==> config.mk <==
export PLATFORM = sky130hd
export DESIGN_NAME = dtree_feature_loader
export DESIGN_NICKNAME = d
export VERILOG_FILES = /design/src/rtl/dtree_pkg.sv /design/src/rtl/dtree_feature_loader.sv
export SDC_FILE = /design/constraint.sdc
export NUM_CORES = 1
export LEC_CHECK = 0
export BUFFER_PORTS_ARGS = -buffer_cell sky130_fd_sc_hd__buf_2
export CORE_MARGIN = 2
export CORE_UTILIZATION = 30
export DETAILED_ROUTE_END_ITERATION = 10
export GPL_ROUTABILITY_DRIVEN = 1
export GPL_TIMING_DRIVEN = 0
export HOLD_SLACK_MARGIN = 0.15
export PLACE_DENSITY = 0.48
export SETUP_SLACK_MARGIN = 0.2
export SLEW_MARGIN = 40
export SYNTH_ARGS = -nofsm -noshare
export SYNTH_HDL_FRONTEND = slang
export SYNTH_SLANG_ARGS = --single-unit
==> constraint.sdc <==
create_clock -name clk -period 4.1 [get_ports clk]
set_input_delay 0.205 -clock clk [delete_from_list [all_inputs] [get_ports clk]]
set_output_delay 0.205 -clock clk [all_outputs]
set_load 0.01 [all_outputs]
==> src/rtl/dtree_pkg.sv <==
// dtree_pkg: shared constants, FSM states and raw-index to feature-slot mapping for the feature loader.
package dtree_pkg;
  localparam int FEAT_W = 8;
  localparam int N_RAW = 20;
  localparam int N_FEAT = 18;
  localparam int SKIP_IDX [2] = '{4, 5};
  typedef enum logic [1:0] {COLLECT, SETTLE, HOLD} state_e;
  function automatic bit is_skip(input int raw_idx);
    return raw_idx == SKIP_IDX[0] || raw_idx == SKIP_IDX[1];
  endfunction
  // Raw indices above the skipped pair shift down by two slots.
  function automatic int slot_of(input int raw_idx);
    return raw_idx < SKIP_IDX[0] ? raw_idx : raw_idx - 2;
  endfunction
endpackage

==> src/rtl/dtree_feature_loader.sv <==
// dtree_feature_loader: collects a raw feature frame, drives the classifier, captures its class after settling.
module dtree_feature_loader #(
  parameter int FEAT_W = dtree_pkg::FEAT_W,
  parameter int N_RAW = dtree_pkg::N_RAW,
  parameter int SETTLE_CYCLES = 1
) (
  input  logic                                 clk,
  input  logic                                 rst_n,
  input  logic                                 s_valid,
  output logic                                 s_ready,
  input  logic [FEAT_W-1:0]                    s_data,
  input  logic                                 s_last,
  output logic [dtree_pkg::N_FEAT*FEAT_W-1:0]  feat_o,
  input  logic [1:0]                           cls_i,
  output logic                                 m_valid,
  input  logic                                 m_ready,
  output logic [1:0]                           m_class,
  output logic                                 frame_err,
  output logic [15:0]                          frame_cnt
);
  import dtree_pkg::*;
  localparam int IW = $clog2(N_RAW);
  localparam int SW = $clog2(N_FEAT);
  state_e state_q, state_d;
  logic [IW-1:0] idx_q, idx_d;
  logic [N_FEAT-1:0][FEAT_W-1:0] feat_q, feat_d;
  logic [3:0] cnt_q, cnt_d;
  logic m_valid_q, m_valid_d;
  logic [1:0] m_class_q, m_class_d;
  logic frame_err_q, frame_err_d;
  logic [15:0] frame_cnt_q, frame_cnt_d;
  logic acc, at_end;
  // Gating with rst_n keeps s_ready low for the whole reset interval.
  assign s_ready = rst_n && state_q == COLLECT;
  assign acc = s_valid && s_ready;
  assign at_end = idx_q == IW'(N_RAW - 1);
  always_comb begin
    state_d = state_q;
    idx_d = idx_q;
    feat_d = feat_q;
    cnt_d = cnt_q;
    m_valid_d = m_valid_q;
    m_class_d = m_class_q;
    frame_cnt_d = frame_cnt_q;
    frame_err_d = acc && (s_last != at_end);
    if (acc) begin
      if (!is_skip(int'(idx_q))) feat_d[SW'(slot_of(int'(idx_q)))] = s_data;
      idx_d = (s_last || at_end) ? '0 : idx_q + 1'b1;
      if (s_last && at_end) begin
        state_d = SETTLE;
        cnt_d = '0;
        frame_cnt_d = frame_cnt_q + 1'b1;
      end
    end
    if (state_q == SETTLE) begin
      cnt_d = cnt_q + 1'b1;
      if (cnt_q == 4'(SETTLE_CYCLES)) begin
        m_class_d = cls_i;
        m_valid_d = 1'b1;
        state_d = HOLD;
      end
    end
    if (state_q == HOLD && m_ready) begin
      m_valid_d = 1'b0;
      state_d = COLLECT;
    end
  end
  always_ff @(posedge clk or negedge rst_n) begin
    if (!rst_n) begin
      state_q <= COLLECT;
      idx_q <= '0;
      feat_q <= '0;
      cnt_q <= '0;
      m_valid_q <= 1'b0;
      m_class_q <= '0;
      frame_err_q <= 1'b0;
      frame_cnt_q <= '0;
    end else begin
      state_q <= state_d;
      idx_q <= idx_d;
      feat_q <= feat_d;
      cnt_q <= cnt_d;
      m_valid_q <= m_valid_d;
      m_class_q <= m_class_d;
      frame_err_q <= frame_err_d;
      frame_cnt_q <= frame_cnt_d;
    end
  end
  assign feat_o = feat_q;
  assign m_valid = m_valid_q;
  assign m_class = m_class_q;
  assign frame_err = frame_err_q;
  assign frame_cnt = frame_cnt_q;
endmodule
==> run metrics, run 1 <==
via count=4685; worst skew pair latency=0.43 ns; Tmin final=3.246 ns; Final Setup Violations=0; Net Sw Frac=0.3536; Net count, final=722; delay-heaviest family, CP=compound AO/OA/AOI/OAI gates; Worst-path clk slew=0.07 ns; die area=24730 um^2; TritonCTS Buffers=17; RSZ-0062 raised after global routing=false; number of flops mapped to enable cells by yosys=0; FF-to-FF path depth=8; crit-path most repeated cell=buf_2; DP Cell Count=983; most frequent cell after synthesis=dfrtp_1; first-pass GRT wire length=27810 um; Cell Area, Synth=7046 um^2; startpoint types=flip-flop; share of the synthesized area in the top cell type=0.6216; yosys warns=0; worst hold start=s_last; cell internal pwr=4.145 mW; Hold WS=0.1905 ns; outcome=finished, final reports clean; register share of total power=0.412; CTS sink count=175; CP max-delay cell=a211oi_1; hold path cells=4; Initial Util=0.3029; Max Clock Skew=0.01722 ns; CTS tree=done; Min-Delay Endpoint=frame_err; vias in the first global route=4844; Post-Layout Cell Count=1029; num rows=56; GRT overflow=0; GPL Wtd Cong=0.7900; critical path endpoint category=flip-flop; fin crit share=0.7916; worst path bufs/invs=3; pin count of the biggest net entering global routing=79; Setup Buffers After CTS=0; # hold bufs at CTS=12; clock network power share=0.247; Critical Path AT=3.56 ns; Seq/Total Area, Yosys=0.6216; # diodes=0; Max Root-Sink Buffers=2; htree depth=4; antenna-violating nets left=0; Total Power=6.412 mW; ys flop type=dfrtp_1; P per Cell Area=696.9 nW/um^2; port buffer count=179; DR iter-0 viols=106; leading area contributor after synthesis=dfrtp_1; Global Route Usage Sum=0.1490; FF-to-FF End=feat_o[31]; Post-Syn Instances=480; min-delay worst type=input pin to flip-flop; VDD IR-drop max=0.3344 mV; Chip Width=157.3 um; worst endpoint required time=4.41 ns; Net Switching=2.267 mW; Synth cell types=45; initial antenna violation count=0; drt drc=0; number of detailed-route iterations in the first pass=4; post-synth net total=505; Reg2Reg Setup Slack=0.85 ns; WL/cell=17.42 um; final hold violation count=0; slew margin rel.=0.4656; top cells by area, synth=dfrtp_1 (62%), mux2_2 (21%), ha_1 (1.8%); root buffer cell=clkbuf_16; max incr delay on CP=0.50 ns; Mean Syn Cell Area=14.68 um^2; layout cell share with drive strength beyond 1=0.5268; num ports=180; Fmax=308.1 MHz; Worst-Margin Slew=0.8016 ns; Critical Path Fanout Max=10; Worst R2R Start=idx_q[1]; CORE AREA=23260 um^2; P&R area growth vs syn=30.60%; commonest cells in the netlist=dfrtp_1 (175), mux2_2 (131), clkbuf_1 (27); WL final=17930 um; hpwl dp=12640 um; post-CTS sizing=0; leakage=4.732 nW; crit path kind=flip-flop to flip-flop; Logic pwr share=0.342; vias per inst=4.553; max-cap violations=0; die span in y=157.3 um; asr flop ratio synth=1.000; CP Cell Sequence=inv_1, ha_1, buf_2, or3b_2, a211oi_1, o211ai_1, buf_2, mux2_2; FF+latch count, synth=175; fin. max-slew vios=0
## worst max-delay path by stage
stage                     depth (start not counted)          to  startpoint
after global placement                            6  feat_o[92]       rst_n
after global routing                              8  feat_o[31]    idx_q[1]
after detailed placement                          8  feat_o[31]    idx_q[1]
after CTS                                         8  feat_o[11]    idx_q[1]
final                                             8  feat_o[31]    idx_q[1]
after floorplan                                   8  feat_o[10]    idx_q[1]
## power groups by stage
stage          sequential [mW]  clock [mW]  combinational [mW]
6_report                  2.64        1.58                2.19
5_1_grt                   2.72        1.72                2.39
4_1_cts                   2.64        1.64                2.23
3_5_place_dp              2.67           0                2.22
3_3_place_gp              2.63           0                2.10
2_1_floorplan             2.90           0                1.00
## registers in the layout, summed over array words and instances (netlist names)
name	flops
m_valid	1
frame_cnt	16
m_class	2
idx_q	5
frame_err	1
cnt_q	4
feat_o	144
state_q	2
## cells by family after synthesis
| logic type | share of synthesized area |
|---|---|
| xor gates and xnor gates | 0.02113 |
| and+or+nand+nor | 0.04653 |
| buffers and inverters | 0.02486 |
| AOI/OAI and AO/OA | 0.05719 |
| adders and majority gates | 0.01776 |
| muxes | 0.2110 |
| DFF | 0.6216 |
## tightest hold or removal path, delay by kind of cell
family | cells | cell delay, ns
adder cells (fa/ha/maj) | 1 | 0.11
buffers and inverters | 2 | 0.16
AND/OR/NAND/NOR | 1 | 0.10
## per-stage QoR
| step | instance area, um^2 | setup WS [ns] | util | setup TNS (ns) |
|---|---|---|---|---|
| final | 9201 | 0.8543 | 0.3955 | 0 |
| after detailed placement | 8493 | 0.8660 | 0.3651 | 0 |
| after global placement | 8341 | -1.394 | 0.3585 | -155.10 |
| after CTS | 9186 | 0.8581 | 0.3949 | 0 |
| after global routing | 9201 | 0.6733 | 0.3955 | 0 |
| after floorplan | 7046 | 1.410 | - | 0 |
## routing by layer
metal / global-route usage / wire length, um
met1: 0.1909 / 8011
met2: 0.2371 / 8362
met3: 0.05176 / 1318
met4: 0.04719 / 236
met5: 0 / 0
## placed cells by master, fill, tap and decap left out, types with 7 or more instances in the layout
cell	instances
nor2_1	8
o2111ai_2	7
dlygate4sd3_1	12
buf_2	185
nand3_1	7
ha_1	10
clkbuf_16	17
xor2_1	7
inv_1	10
xnor2_1	8
clkbuf_1	27
mux2_2	131
dfrtp_1	175
nand2_1	11
## cell type report
type	count	area, um^2
multi-input cells	260	2561
plain buffers	34	133.9
inverters	11	41.29
clock buffers	17	425.4
well taps	319	399.1
flip-flops and latches	175	4379
repair buffers	198	1114
clock inverters	15	147.6
fillers	2239	14060
No activity file was read; power rests on OpenSTA's default activity.
==> inputs of run 2 (changes only) <==
==> constraint.sdc (replaced) <==
create_clock -name clk -period 3.4 [get_ports clk]
set_input_delay 0.17 -clock clk [delete_from_list [all_inputs] [get_ports clk]]
set_output_delay 0.17 -clock clk [all_outputs]
set_load 0.01 [all_outputs]
==> run metrics, run 2 (same netlist as run 1, synthesis figures left out) <==
Worst R2R Start=idx_q[1]; Critical Path AT=3.31 ns; number of detailed-route iterations in the first pass=4; worst skew pair latency=0.43 ns; P&R area growth vs syn=31.06%; Final Setup Violations=0; commonest non-fill, non-tap cell in the layout=buf_2; vias per inst=4.541; max-cap violations=0; Max Clock Skew=0.01713 ns; CORE AREA=23260 um^2; first-pass GRT wire length=27830 um; fin crit share=0.8806; setup TNS=0 ns; Final Worst Setup Slack=0.4059 ns; # fillers=2236; GRT overflow=0; commonest non-fill, non-tap cells in the layout=buf_2 (184), dfrtp_1 (175), mux2_2 (131); critical path endpoint category=flip-flop; WL/cell=17.38 um; num rows=56; multi-input logic area=2566 um^2; final hold violation count=0; GPL Wtd Cong=0.7900; num ports=180; min-delay worst type=input pin to asynchronous set/reset pin; FF-to-FF End=feat_o[11]; CTS tree=done; CP max-delay cell=or3b_2; # diodes=0; CP Cell Sequence=inv_1, ha_1, clkbuf_4, or3b_2, a211oi_2, o211a_1, buf_2, mux2_2; Critical Path Fanout Max=10; Net count, final=725; max incr delay on CP=0.48 ns; Total Power=7.745 mW; Reg2Reg Setup Slack=0.41 ns; Chip Width=157.3 um; die span in y=157.3 um; htree depth=4; outcome=finished, final reports clean; Tmin final=2.994 ns; root buffer cell=clkbuf_16; TritonCTS Buffers=17; VDD IR-drop max=0.4032 mV; startpoint types=flip-flop; DR iter-0 viols=104; pre-CTS setup slack=0.1660 ns; CTS sink count=175; port buffer count=179; RSZ-0062 raised after global routing=false; layout cell share with drive strength beyond 1=0.5288; leakage=4.746 nW; Reg area=4379 um^2; via count=4686; antenna-violating nets left=0; FF-to-FF path depth=8; Global Route Usage Sum=0.1491; worst endpoint required time=3.71 ns; initial antenna violation count=0; hpwl dp=12640 um; Largest register FFs=144; Worst-Margin Slew=0.8016 ns; fin. max-slew vios=0; crit path kind=flip-flop to flip-flop; WL final=17930 um; drt drc=0; Fmax=334.0 MHz; vias in the first global route=4851; die area=24730 um^2; pin count of the biggest net entering global routing=79; Initial Util=0.3029; P per Cell Area=838.8 nW/um^2; slew margin rel.=0.4656; Max Root-Sink Buffers=2; Worst-path clk slew=0.07 ns
## run 2: cell types whose count changed in the layout (fill, tap and decap cells not counted)
cell / previous run / this run
clkbuf_4: 1 / 2
dlygate4sd3_1: 12 / 13
buf_4: 2 / 4
a211oi_1: 4 / 3
a211oi_2: 2 / 3
buf_2: 185 / 184
## run 2: per-stage QoR
stage,utilization,hold slack [ns],cells,instance area [um^2]
after floorplan,-,-0.1256,480,7046
after global placement,0.3585,0.4042,978,8341
after detailed placement,0.3651,0.08682,983,8493
after CTS,0.3955,0.2135,1028,9201
after global routing,0.3969,0.2268,1032,9234
final,0.3969,0.2174,1032,9234
## run 2: worst max-delay path: cells and delay by family, from the launching register on
kind	cells	cell delay (ns)
adders and majority gates	1	0.31
AOI/OAI and AO/OA	2	0.53
muxes	1	0.38
DFF	1	0.47
buffers and inverters	3	0.72
and+or+nand+nor	1	0.48
## run 2: area by class of cell
cell class / instances / share of cell area
buffer: 34 / 0.01477
clock buffer: 17 / 0.04607
clock inverter: 15 / 0.01599
inverter: 11 / 0.004472
multi-input combinational: 260 / 0.2779
sequential: 175 / 0.4743
tap: 319 / 0.04322
timing repair buffer: 201 / 0.1233
## run 2: how the worst max path moves through the flow
stage / startpoint / end / slack, ns / depth (start not counted)
5_1_grt: idx_q[1] / feat_o[11] / 0.23 / 8
3_3_place_gp: rst_n / feat_o[92] / -2.06 / 6
2_1_floorplan: idx_q[1] / feat_o[10] / 0.71 / 8
3_5_place_dp: idx_q[1] / feat_o[31] / 0.17 / 8
6_report: idx_q[1] / feat_o[11] / 0.41 / 8
4_1_cts: idx_q[1] / feat_o[11] / 0.29 / 8
## run 2: report_power, final
part / total, mW / internal, mW / switching, mW
clock network: 1.91 / 0.979 / 0.929
logic: 2.65 / 1.24 / 1.41
registers: 3.18 / 2.79 / 0.398
## run 2: what timing repair did
item | in CTS | in global routing
pin swaps | 0 | 1
buffers inserted | 0 | 2
hold buffers | 13 | 0
hold endpoints to repair | 150 | 0
resized for setup | 1 | 1
endpoints found under the setup margin | 12 | 14
## run 2: per-layer routing
metal | global-route usage | up-vias | share of wire
met2 | 0.2371 | 134 | 0.47
met4 | 0.04719 | 0 | 0.014
met5 | 0 | - | 0
li1 | - | 2156 | -
met1 | 0.1910 | 2381 | 0.45
met3 | 0.05176 | 15 | 0.073
==> inputs of run 3 (changes only) <==
--- a/config.mk
+++ b/config.mk
@@ -6,8 +6,8 @@
 export NUM_CORES = 1
 export LEC_CHECK = 0
 export BUFFER_PORTS_ARGS = -buffer_cell sky130_fd_sc_hd__buf_2
-export CORE_MARGIN = 2
 export CORE_UTILIZATION = 30
+export CTS_CLUSTER_SIZE = 16
 export DETAILED_ROUTE_END_ITERATION = 10
 export GPL_ROUTABILITY_DRIVEN = 1
 export GPL_TIMING_DRIVEN = 0
==> run metrics, run 3 (same netlist as run 1, synthesis figures left out) <==
CTS tree=done; die area=24100 um^2; P&R area growth vs syn=30.74%; CP Cell Sequence=inv_1, ha_1, clkbuf_4, or3b_2, a211oi_2, o211a_1, buf_2, mux2_2; fin. max-slew vios=0; via count=4650; outcome=finished, final reports clean; Net count, final=724; Initial Util=0.3084; min-delay worst type=input pin to asynchronous set/reset pin; htree depth=4; max-cap violations=0; Max Root-Sink Buffers=2; GRT overflow=0; RSZ-0062 raised after global routing=false; antenna-violating nets left=0; Largest register FFs=144; startpoint types=flip-flop; critical path endpoint category=flip-flop; setup TNS=0 ns; CTS sink count=175; TritonCTS Buffers=17; port buffer count=179; Worst-path clk slew=0.07 ns; Worst R2R Start=idx_q[1]; Max Clock Skew=0.01077 ns; root buffer cell=clkbuf_16; commonest non-fill, non-tap cell in the layout=buf_2; FF-to-FF End=feat_o[10]; Fmax=331.3 MHz; crit path kind=flip-flop to flip-flop; worst path bufs/invs=3; Global Route Usage Sum=0.1535; WL/cell=17.34 um; worst skew pair latency=0.43 ns; max incr delay on CP=0.49 ns; Tmin final=3.018 ns; FF-to-FF path depth=8; commonest non-fill, non-tap cells in the layout=buf_2 (186), dfrtp_1 (175), mux2_2 (131); num rows=55; first-pass GRT wire length=27960 um; Post-Layout Cell Count=1025; Worst-Margin Slew=0.8149 ns; CP max-delay cell=dfrtp_1; leakage=4.732 nW; WL final=17770 um; # diodes=0; initial antenna violation count=0; VDD IR-drop max=0.3228 mV; Reg2Reg Setup Slack=0.38 ns; vias in the first global route=4813; CORE AREA=22850 um^2; P per Cell Area=840.7 nW/um^2; Critical Path AT=3.33 ns; Final Setup Violations=0; die span in y=155.3 um; num ports=180; Total Power=7.744 mW; slew margin rel.=0.4568; layout cell share with drive strength beyond 1=0.5267; pin count of the biggest net entering global routing=80; GPL Wtd Cong=0.7525; worst endpoint required time=3.71 ns; final hold violation count=0; Setup Buffers After CTS=0; drt drc=0; DR iter-0 viols=180; fin crit share=0.8878; delay-heaviest family, CP=buffers and inverters; number of detailed-route iterations in the first pass=4; vias per inst=4.537; Critical Path Fanout Max=10; DP Cell Count=978; hpwl dp=12540 um; Chip Width=155.3 um
## run 3: cell types whose count changed in the layout (fill, tap and decap cells not counted), sizes merged
cell and delta:
clkbuf +1, buf -1, inv -1
## run 3: metal layers
metal  track usage  up-vias  routed length (um)
met5             0        -                   0
met4       0.05229        0                 315
met3       0.03872       17                 808
met2        0.2533      116                8739
met1        0.1963     2360                7909
li1              -     2157                   -
## run 3: through the flow
step | utilization | cell area (um^2) | setup slack [ns] | hold WS (ns)
floorplan | - | 7046 | 0.7105 | -0.1256
global placement | 0.3647 | 8333 | -2.143 | 0.4042
detailed placement | 0.3711 | 8479 | 0.1745 | 0.03719
CTS | 0.4022 | 9190 | 0.2813 | 0.1731
global route | 0.4032 | 9211 | 0.2163 | 0.1934
finish | 0.4032 | 9211 | 0.3815 | 0.1826
## run 3: what timing repair did
| action | CTS | global route |
|---|---|---|
| hold buffers | 13 | 0 |
| cloned | 0 | 0 |
| endpoints found under the setup margin | 33 | 12 |
| resized for setup | 2 | 1 |
| hold endpoints to repair | 228 | 0 |
## run 3: cell type report
cell class,count,area [um^2]
plain buffers,34,136.4
clock buffers,18,429.2
clock inverters,14,141.4
fillers,2202,13640
inverters,11,41.29
multi-input cells,260,2566
flip-flops and latches,175,4379
well taps,313,391.6
repair buffers,200,1126
## run 3: worst max path at each step
stage | from | endpoint | slack [ns] | cells past startpoint
after floorplan | idx_q[1] | feat_o[10] | 0.71 | 8
after global placement | rst_n | feat_o[62] | -2.14 | 6
after detailed placement | idx_q[1] | feat_o[10] | 0.17 | 8
after CTS | idx_q[1] | feat_o[10] | 0.28 | 8
after global routing | idx_q[1] | feat_o[8] | 0.22 | 8
final | idx_q[1] | feat_o[10] | 0.38 | 8
## run 3: power by group
part           total [mW]  internal [mW]  switching [mW]
Clock                1.90          0.979           0.918
Sequential           3.19           2.79           0.406
Combinational        2.66           1.24            1.41
## run 3: worst register-to-register path, stage by stage, from the launching register on
cell and delay [ns]:
dfrtp_1 0.49, inv_1 0.18, ha_1 0.31, clkbuf_4 0.25
or3b_2 0.47, a211oi_2 0.34, o211a_1 0.18, buf_2 0.29
mux2_2 0.39
